==> src/rtl/serial_sub_pkg.sv <==
// Shared types and defaults for the bit-serial subtractor.
// Optional signed-overflow output is enabled with SERIAL_SUB_OVF_EN.
package serial_sub_pkg;

  typedef enum logic [1:0] {
    IDLE,
    SHIFT,
    DONE
  } sub_state_t;

  localparam int unsigned SERIAL_SUB_DEFAULT_N = 8;

endpackage

==> src/rtl/full_subtractor.sv <==
// One-bit full subtractor cell: d = x - y - bin, bout = borrow out.
module full_subtractor (
  input  logic x,
  input  logic y,
  input  logic bin,
  output logic d,
  output logic bout
);

  assign d    = x ^ y ^ bin;
  assign bout = (~x & y) | (~(x ^ y) & bin);

endmodule

==> src/rtl/serial_subtractor.sv <==
// Bit-serial N-bit unsigned subtractor (A - B, LSB first) with valid/ready handshakes.
// Define SERIAL_SUB_OVF_EN to add the signed-overflow output ovf.
module serial_subtractor
  import serial_sub_pkg::*;
#(
  parameter int unsigned N = SERIAL_SUB_DEFAULT_N
) (
  input  logic         clk,
  input  logic         rst_n,
  input  logic         in_valid,
  output logic         in_ready,
  input  logic [N-1:0] a,
  input  logic [N-1:0] b,
  output logic         out_valid,
  input  logic         out_ready,
  output logic [N-1:0] diff,
  output logic         borrow
`ifdef SERIAL_SUB_OVF_EN
  ,
  output logic         ovf
`endif
);

  localparam int unsigned CW = $clog2(N);
  localparam logic [CW-1:0] LAST = CW'(N - 1);

  sub_state_t    state;
  logic [N-1:0]  a_sr;
  logic [N-1:0]  b_sr;
  logic [N-1:0]  diff_sr;
  logic [CW-1:0] bcnt;
  logic          borrow_r;
  logic          in_ready_r;
  logic          out_valid_r;
  logic          x;
  logic          y;
  logic          d;
  logic          bout;

  assign x = a_sr[0];
  assign y = b_sr[0];

  full_subtractor u_fs (
    .x    (x),
    .y    (y),
    .bin  (borrow_r),
    .d    (d),
    .bout (bout)
  );

  // Handshake outputs are registered alongside the state so they never
  // depend combinationally on in_valid or out_ready.
  always_ff @(posedge clk or negedge rst_n) begin
    if (!rst_n) begin
      state       <= IDLE;
      a_sr        <= '0;
      b_sr        <= '0;
      diff_sr     <= '0;
      bcnt        <= '0;
      borrow_r    <= 1'b0;
      in_ready_r  <= 1'b1;
      out_valid_r <= 1'b0;
    end else begin
      case (state)
        IDLE: begin
          if (in_valid && in_ready_r) begin
            a_sr       <= a;
            b_sr       <= b;
            bcnt       <= '0;
            borrow_r   <= 1'b0;
            in_ready_r <= 1'b0;
            state      <= SHIFT;
          end
        end
        SHIFT: begin
          a_sr     <= {1'b0, a_sr[N-1:1]};
          b_sr     <= {1'b0, b_sr[N-1:1]};
          diff_sr  <= {d, diff_sr[N-1:1]};
          borrow_r <= bout;
          bcnt     <= bcnt + CW'(1);
          if (bcnt == LAST) begin
            out_valid_r <= 1'b1;
            state       <= DONE;
          end
        end
        DONE: begin
          if (out_ready) begin
            out_valid_r <= 1'b0;
            in_ready_r  <= 1'b1;
            state       <= IDLE;
          end
        end
        default: begin
          out_valid_r <= 1'b0;
          in_ready_r  <= 1'b1;
          state       <= IDLE;
        end
      endcase
    end
  end

`ifdef SERIAL_SUB_OVF_EN
  logic ovf_r;

  // Sign bits are the operand MSBs, seen on the last SHIFT cycle.
  always_ff @(posedge clk or negedge rst_n) begin
    if (!rst_n) begin
      ovf_r <= 1'b0;
    end else if (state == SHIFT && bcnt == LAST) begin
      ovf_r <= (x ^ y) & (x ^ d);
    end
  end

  assign ovf = ovf_r;
`endif

  assign in_ready  = in_ready_r;
  assign out_valid = out_valid_r;
  assign diff      = diff_sr;
  assign borrow    = borrow_r;

endmodule

==> config.mk <==
export PLATFORM = sky130hd
export DESIGN_NAME = serial_subtractor
export DESIGN_NICKNAME = d
export VERILOG_FILES = /design/src/rtl/serial_sub_pkg.sv /design/src/rtl/full_subtractor.sv /design/src/rtl/serial_subtractor.sv
export SDC_FILE = /design/constraint.sdc
export NUM_CORES = 1
export LEC_CHECK = 0
export ABC_CLOCK_PERIOD_IN_PS = 2600
export BUFFER_PORTS_ARGS = -buffer_cell sky130_fd_sc_hd__buf_4
export CELL_PAD_IN_SITES_DETAIL_PLACEMENT = 1
export CELL_PAD_IN_SITES_GLOBAL_PLACEMENT = 2
export CORE_MARGIN = 3
export CORE_UTILIZATION = 31
export DETAILED_ROUTE_END_ITERATION = 10
export PLACE_DENSITY = 0.69
export SLEW_MARGIN = 20
export SYNTH_ARGS = -nofsm -noshare
export SYNTH_HDL_FRONTEND = slang
export SYNTH_SLANG_ARGS = --single-unit
==> constraint.sdc <==
create_clock -name clk -period 2.6 [get_ports clk]
set_input_delay 0.13 -clock clk [delete_from_list [all_inputs] [get_ports clk]]
set_output_delay 0.13 -clock clk [all_outputs]
set_load 0.005 [all_outputs]
Yosys cells after proc, flatten, opt, wreduce, memory -nomap -nowiden. Cells that the tools add are included.

Register bits: 32. RAM bits: 0. Latch bits: 0. ROM bits: 0. Logic and storage cells: 48. Memories: 0.

$add $sub $neg: 1. Div/mod/pow operators: 0. Eq/ne operators: 6. $lt $le $gt $ge: 0. Shifts and indexed selects: 0. Reduce and logical (&&, ||, !) cells: 7. Multiply operators: 0. Bitwise logic cells: 9. Mux-type cells: 17.

Operators by type and width (number): $pmux 8 s2 (2); $mux 8 (2); $reduce_and 3->1 (3); $mux 2 (3); $ne 2x2->1 const B (3); $pmux 1 s3 (2); $pmux 2 s3 (1); $pmux 3 s2 (1); $mux 1 (4); $not 1->1 (4); $add 3x1->3 const B (1); $eq 3x3->1 const B (1); $mux 3 (1); $and 1x1->1 (2); $eq 2x1->1 const B (1); $eq 2x2->1 const B (1); $logic_not 2->1 (1); $pmux 1 s2 (1); $reduce_and 2->1 (1); $reduce_bool 2->1 (1); $xor 1x1->1 (2); $logic_and 1x1->1 (1); $or 1x1->1 (1).

Depth between registers and ports, before layout. Gate-level depths: netlist of the first run.

Depth in word-level cells: 5. Gate-level depth with buffers: 6. Mapped depth without buffers: 4.

Modules after synthesis. A second synthesis of the first run with hierarchy kept.

Cells, all modules: 123. Area total of the unflattened synthesis: 1490.2 um^2.

By module, submodules not included: serial_subtractor (cells an instance 119, seq. area each 802.0 um^2, area an instance 1458.9 um^2, instances 1); full_subtractor (cells an instance 4, seq. area each 0.0 um^2, area an instance 31.3 um^2, instances 1).

Least setup slack after synthesis of the first run. No wires, ideal clock.

Path type: reg2reg. Start: register in_ready_r (netlist: in_ready). End: register bcnt[0]. Stages on the path, launching flop included: 5. Arrival: 1.238 ns. Data required time: 2.475 ns. Slack: 1.237 ns. Cells stage by stage: dfstp_2 > a21oi_2 > or2_1 > buf_6 > mux2_2.

Word-level cells in the longest chain between the ends: 3.

RTL lines: start: declaration (RTL line serial_subtractor.sv:33) `logic in_ready_r;`; start signal: assignment (RTL line serial_subtractor.sv:61) `in_ready_r <= 1'b1;`; start signal: assignment (RTL line serial_subtractor.sv:71) `in_ready_r <= 1'b0;`; start signal: assignment (RTL line serial_subtractor.sv:89) `in_ready_r <= 1'b1;`; $logic_and 1x1->1 (RTL line serial_subtractor.sv:66) `if (in_valid && in_ready_r) begin`; $ne 2x2->1 (no source line); $reduce_and 2->1 (no source line); end signal: assignment (RTL line serial_subtractor.sv:80) `bcnt <= bcnt + CW'(1);`; end: declaration (RTL line serial_subtractor.sv:31) `logic [CW-1:0] bcnt;`.

No other way between the ends. A chain may end at the register's enable or synchronous reset.

Final worst setup path of the first run.
Start: register state[1]. End: register b_sr[3].

Word-level cells in the longest chain between the ends: 3. Elaborated cells between the ends (all ways): 6. Classes of those cells: 2 x eq/ne; 1 x mux; 3 x reduce/logical.

RTL lines: start: declaration (RTL line serial_subtractor.sv:27) `sub_state_t state;`; start signal: assignment (RTL line serial_subtractor.sv:55) `state <= IDLE;`; start signal: assignment (RTL line serial_subtractor.sv:72) `state <= SHIFT;`; start signal: assignment (RTL line serial_subtractor.sv:83) `state <= DONE;`; $eq 2x1->1 / $logic_not 2->1 (equally long branches) (RTL line serial_subtractor.sv:64) `case (state)`; $reduce_bool 2->1 (no source line) / $ne 2x2->1 (equally long branches); $reduce_and 2->1 (no source line); end signal: assignment (RTL line serial_subtractor.sv:77) `b_sr <= {1'b0, b_sr[N-1:1]};`; end: declaration (RTL line serial_subtractor.sv:29) `logic [N-1:0] b_sr;`.

Parallel ways exist; a longest one is shown, timed or not.

==> flow_summary_export.csv, run 1 <==
group,metric,value,unit
detailed_routing,wl_per_cell,14.5,µm
setup_path,crit_buf_inv,1,
detailed_routing,vias_per_cell,5.00,
setup_path,crit_type,"register to register",
synthesis,synth-seq-area-share,53.6,%
global_routing,grt_pass1_wl,5110,µm
cells_and_area,seq_area,802,µm²
pwr,p_int,1.41,mW
synthesis,synth_seq_cells,32,
global_routing,grt_overflow,0,
status,status,"finished, final reports clean",
placement,dpl.hpwl,2120,µm
synthesis,synth_warnings,0,
synthesis,yosys.area.top_type,"dfrtp_1",
cells_and_area,design_area,1820,µm²
floorplan,die_x,75.5,µm
detailed_routing,routed_wl,3040,µm
timing,maxSlewViolCount,0,
cells_and_area,syn_to_final_growth,21.4,%
timing,rsz0062_at_grt,"false",
timing,fin_crit_sh,67.1,%
pwr,leakage,0.836,nW
timing,hold_ws,0.102,ns
synthesis,synth-main-ff-cell,"dfrtp_1",
synthesis,yosysMostFrequentCell,"dfrtp_1",
setup_path,cp-end-kind,"register",
placement,dp_cells,200,
cells_and_area,multi_input_area,594,µm²
cells_and_area,fill_cells,499,
detailed_routing,ant_nets,0,
floorplan,design.core.area,4500,µm²
setup_path,required,2.75,ns
timing,tightest_slew,0.775,ns
pwr,seqPwrFrac,41.9,%
floorplan,dieArea,5700,µm²
clocking,cts.sinks,32,
cells_and_area,drive_gt1_share,28.7,%
setup_path,path_delay_family,"flip-flops",
timing,hold_violations,0,
timing,max_freq,573,MHz
pwr,peakVddDrop,0.334,mV
synthesis,synth_commonest_cells,"dfrtp_1 (31), o21ai_0 (16), o21ai_1 (16), mux2i_1 (15)",
detailed_routing,drc,0,
clocking,cts_root_buffer,"clkbuf_8",
synthesis,synth_top_area_share,51.8,%
cells_and_area,instances_no_fill,209,
setup_path,cp_cell_sequence,"or2_1 > buf_4 > o21ai_1",
run,drv_cap,0,
setup_path,crit_arrival,1.90,ns
pwr,clockPowerShare,17.9,%
hold_path,min_path_type,"primary input to register",
synthesis,synth_cells,124,
synthesis,synth.area.top_cells,"dfrtp_1 (52%), mux2i_1 (10%), o21ai_0 (5.4%), o21ai_1 (5.4%), mux2_1 (4.5%)",
placement,place_congestion,0.716,
detailed_routing,drt-initial-drc-count,33,
setup_path,cp-start-kind,"register",
setup_path,crit_fanout,24,
clocking,clk_latency,0.28,ns
synthesis,syn_avg_cell_area,12.1,µm²
timing,fin_tns_setup,0,ns
clocking,clock_path_buffers,2,
setup_path,slowest_stage,"dfrtp_1",
pwr,p_switching,742,µW
placement,numPortBuffers,30,
detailed_routing,vias,1044,
global_routing,grt_pass1_vias,1096,
pwr,p_sw_share,34.5,%
clocking,numCtsBuffers,5,
floorplan,num_rows,24,
cells_and_area,antenna_cells,0,
clocking,clkTransAtPathRegs,0.06,ns
setup_path,cpPeakStageDelay,0.84,ns
timing,final-setup-viol-count,0,
synthesis,syn-num-nets,147,
global_routing,grtUsageTotal,12.2,%
global_routing,antenna_found_initial,0,
pwr,power_density,1190,nW/µm²
synthesis,synth_edf_count,0,
pwr,power_frac_comb,40.2,%
floorplan,start_util,33.2,%
detailed_routing,dr.pass1.iters,4,
timing,max_slew_margin,48.4,%
synthesis,async_flop_share,100,%
placement,placed_area,1720,µm²
clocking,htreeDepth,2,
clocking,cts_tree,"yes",
floorplan,pin_count,31,
floorplan,dieHeight,75.5,µm
timing,clock_skew,0.00496,ns
timing,finalCriticalPeriod,1.75,ns
synthesis,ys_types,26,
synthesis,syn_area,1500,µm²
global_routing,grt_max_degree,33,
cells_and_area,fin_nets,179,
registers in the layout, summed over array words and instances (netlist names):
register,count
diff,8
in_ready,1
borrow,1
out_valid,1
b_sr,8
bcnt,3
state,2
a_sr,8
power by group through the flow:
stage,combinational (mW),sequential [mW],clock [mW]
floorplan,0.724,0.856,0
finish,0.865,0.903,0.386
global placement,0.856,0.899,0
detailed placement,0.896,0.917,0
global route,0.978,0.942,0.428
CTS,0.896,0.910,0.402
through the flow:
step                utilization [%]  power [mW]  worst slack, ns
CTS                            40.3        2.21            0.832
finish                         40.3        2.15            0.854
global placement               38.1        1.76            0.885
global route                   40.3        2.35            0.717
floorplan                         -        1.58             1.24
detailed placement             38.1        1.81            0.850
worst register-to-register path, stage by stage, from the launching register on:
cell	delay (ns)
dfrtp_1	0.84
or2_1	0.46
buf_4	0.24
o21ai_1	0.08
timing repair:
action,in CTS,in global routing
gates resized for setup,0,0
hold endpoints to repair,31,0
hold buffers,1,0
setup buffers,0,0
metal layers:
| metal | wire length, µm | vias to the layer above | GRT usage (%) |
|---|---|---|---|
| met5 | 0 | - | 0 |
| met4 | 54 | 0 | 5.24 |
| met3 | 148 | 4 | 4.88 |
| met2 | 1440 | 23 | 20.0 |
| met1 | 1400 | 515 | 14.2 |
| li1 | - | 502 | - |
cell families (layout without fill, tap and decap cells):
kind of cell / after synthesis / count (layout) / share of synthesized area, %
AOI/OAI and AO/OA: 41 / 41 / 15.0
adders and majority gates: 3 / 3 / 3.01
buffers and inverters: 11 / 44 / 6.69
DFF: 32 / 32 / 53.6
muxes: 23 / 23 / 16.3
and+or+nand+nor: 14 / 14 / 5.43
path summary, 6_finish.rpt:
check                                     startpoint                    to  slack, ns  cells after the start
worst min register to register   diff[0]$_DFFE_PN0P_   diff[0]$_DFFE_PN0P_       0.49                      1
worst min-delay path                       out_ready  in_ready$_DFFE_PN1P_       0.10                      3
worst max register to register  state[1]$_DFFE_PN0P_   b_sr[3]$_DFFE_PN0P_       0.85                      3
min in group asynchronous                      rst_n   diff[6]$_DFFE_PN0P_       0.32                      2
worst max-delay path            state[1]$_DFFE_PN0P_   b_sr[3]$_DFFE_PN0P_       0.85                      3
max in group asynchronous                      rst_n  in_ready$_DFFE_PN1P_       1.95                      2
placed cells by master, fill, tap and decap left out, drive strengths merged:
cell / instances
mux2: 8
nor2b: 1
inv: 2
nand2: 6
a21oi: 6
fa: 1
dfrtp: 31
buf: 33
nor2: 2
nor3: 1
and4b: 2
or2: 1
clkbuf: 8
dfstp: 1
dlygate4sd3: 1
o21ai: 32
a22o: 3
ha: 2
nand2b: 1
mux2i: 15
cell type report:
cell class                      instances  area share [%]
Tap cell                               52            3.58
Inverter                                2           0.413
Timing Repair Buffer                   34            14.2
Multi-Input combinational cell         81            32.7
Clock buffer                            8            4.96
Sequential cell                        32            44.1
Power figures use the tool's default switching activity.
==> run 2: changes to the inputs <==
--- a/config.mk
+++ b/config.mk
@@ -5,7 +5,7 @@
 export SDC_FILE = /design/constraint.sdc
 export NUM_CORES = 1
 export LEC_CHECK = 0
-export ABC_CLOCK_PERIOD_IN_PS = 2600
+export ABC_CLOCK_PERIOD_IN_PS = 1850
 export BUFFER_PORTS_ARGS = -buffer_cell sky130_fd_sc_hd__buf_4
 export CELL_PAD_IN_SITES_DETAIL_PLACEMENT = 1
 export CELL_PAD_IN_SITES_GLOBAL_PLACEMENT = 2
==> constraint.sdc (replaced) <==
create_clock -name clk -period 1.85 [get_ports clk]
set_input_delay 0.0925 -clock clk [delete_from_list [all_inputs] [get_ports clk]]
set_output_delay 0.0925 -clock clk [all_outputs]
set_load 0.005 [all_outputs]
==> flow_summary_export.csv, run 2 (synthesis gave the netlist of run 1 again) <==
group,metric,value,unit
global_routing,grt_pass1_wl,5350,µm
setup_path,cp_cell_sequence,"a21oi_2 > or2_1 > buf_4 > o21ai_1",
detailed_routing,ant_nets,0,
global_routing,grt_overflow,0,
timing,maxSlewViolCount,0,
detailed_routing,vias_per_cell,4.98,
setup_path,ff2ff_path_depth,4,
cells_and_area,fin_nets,182,
timing,rsz0062_at_grt,"false",
timing,tightest_slew,0.436,ns
hold_path,min_path_type,"primary input to register",
setup_path,required,2.05,ns
setup_path,crit_fanout,12,
clocking,clock_path_buffers,2,
detailed_routing,wl_met3,129,µm
floorplan,num_rows,24,
detailed_routing,dr.max_layer_used,"met4",
hold_path,hold-path-endpoint,"in_ready$_DFFE_PN1P_",
setup_path,cpPeakStageDelay,0.59,ns
run,drv_cap,0,
timing,hold_ws,0.0603,ns
cells_and_area,layout_commonest_cell,"buf_4",
placement,numPortBuffers,30,
timing,fin_crit_sh,80.7,%
cells_and_area,final_cell_mix,"buf_4 (35), dfrtp_1 (31), o21ai_0 (16), o21ai_1 (16), mux2i_1 (15)",
cells_and_area,syn_to_final_growth,23.2,%
pwr,power_density,1670,nW/µm²
status,status,"finished, final reports clean",
detailed_routing,wl_met2,1530,µm
pwr,peakVddDrop,0.471,mV
detailed_routing,dr.pass1.iters,4,
timing,finalCriticalPeriod,1.49,ns
cells_and_area,postLayoutCoreUtil,40.9,%
setup_path,cp-end-kind,"register",
timing,max_slew_margin,71.0,%
setup_path,reg2reg_to,"a_sr[1]$_DFFE_PN0P_",
setup_path,startpoint,"in_ready$_DFFE_PN1P_",
cells_and_area,seq_area,802,µm²
setup_path,reg2reg_slack,0.36,ns
hold_path,hold_depth,3,
global_routing,grt_pass1_vias,1144,
floorplan,die_x,75.5,µm
placement,dpl.hpwl,2230,µm
floorplan,pin_count,31,
cells_and_area,multi_input_area,594,µm²
hold_path,hold_path.startpoint,"out_ready",
setup_path,crit_buf_inv,1,
timing,clock_skew,0.00667,ns
setup_path,crit_arrival,1.69,ns
detailed_routing,routed_wl,3120,µm
clocking,cts_tree,"yes",
global_routing,grtUsageTotal,12.6,%
detailed_routing,wl_per_cell,14.7,µm
clocking,clk_latency,0.28,ns
timing,final-setup-viol-count,0,
clocking,htreeDepth,2,
clocking,cts_setup_buffers,0,
setup_path,slowest_stage,"dfstp_2",
setup_path,cp-start-kind,"register",
setup_path,crit_type,"register to register",
pwr,power.total,3.07,mW
clocking,cts_root_buffer,"clkbuf_8",
floorplan,dieArea,5700,µm²
placement,place_congestion,0.755,
clocking,cts.sinks,32,
cells_and_area,fill_cells,510,
timing,fin_tns_setup,0,ns
global_routing,grt_max_degree,33,
cells_and_area,antenna_cells,0,
timing,hold_violations,0,
floorplan,start_util,33.2,%
setup_path,rr_startpoint,"in_ready$_DFFE_PN1P_",
pwr,leakage,0.852,nW
timing,max_freq,670,MHz
detailed_routing,routedLengthMet1,1410,µm
detailed_routing,vias,1055,
clocking,numCtsBuffers,5,
floorplan,dieHeight,75.5,µm
cells_and_area,drive_gt1_share,30.0,%
detailed_routing,drc,0,
clocking,clkTransAtPathRegs,0.06,ns
global_routing,antenna_found_initial,0,
detailed_routing,drt-initial-drc-count,46,
setup_path,path_delay_family,"flip-flops",
floorplan,design.core.area,4500,µm²
[run 2: metal layers]
metal | vias to the layer above | track usage (%)
met3 | 5 | 3.30
met5 | - | 0
met1 | 514 | 15.7
met4 | 0 | 6.99
met2 | 25 | 20.0
li1 | 511 | -
[run 2: through the flow]
stage,cells,setup slack [ns],area [µm²]
2_1_floorplan,124,0.487,1500
3_3_place_gp,203,0.412,1750
3_5_place_dp,203,0.364,1750
4_1_cts,212,0.342,1840
5_1_grt,212,0.262,1840
6_report,212,0.357,1840
[run 2: final cells by class]
cell class              count  area share [%]
well taps                  52            3.53
multi-input cells          81            32.2
flip-flops and latches     32            43.5
clock buffers               7            4.14
clock inverters             1           0.272
repair buffers             37            15.9
inverters                   2           0.407
[run 2: report_power, final]
group	switching, mW	internal [mW]	total [mW]	leakage [nW]
Clock	0.241	0.264	0.505	0.0422
Sequential	0.208	1.03	1.24	0.393
Combinational	0.616	0.710	1.33	0.416
[run 2: worst max path at each step]
stage / cells after the start / to
final: 4 / a_sr[1]$_DFFE_PN0P_
after global routing: 4 / b_sr[3]$_DFFE_PN0P_
after CTS: 4 / b_sr[3]$_DFFE_PN0P_
after detailed placement: 4 / a_sr[1]$_DFFE_PN0P_
after global placement: 3 / bcnt[0]$_DFFE_PN0P_
after floorplan: 4 / bcnt[0]$_DFFE_PN0P_
[run 2: worst register-to-register path, delay by kind of cell, from the launching register on]
family / cells / cell delay, ns
flops: 1 / 0.59
simple gates: 1 / 0.38
buf+inv: 1 / 0.24
compound gates: 2 / 0.21
[run 2: timing repair]
item	in CTS	in global routing
hold buffers	1	0
endpoints found under the hold margin	31	0
gates resized for setup	0	0
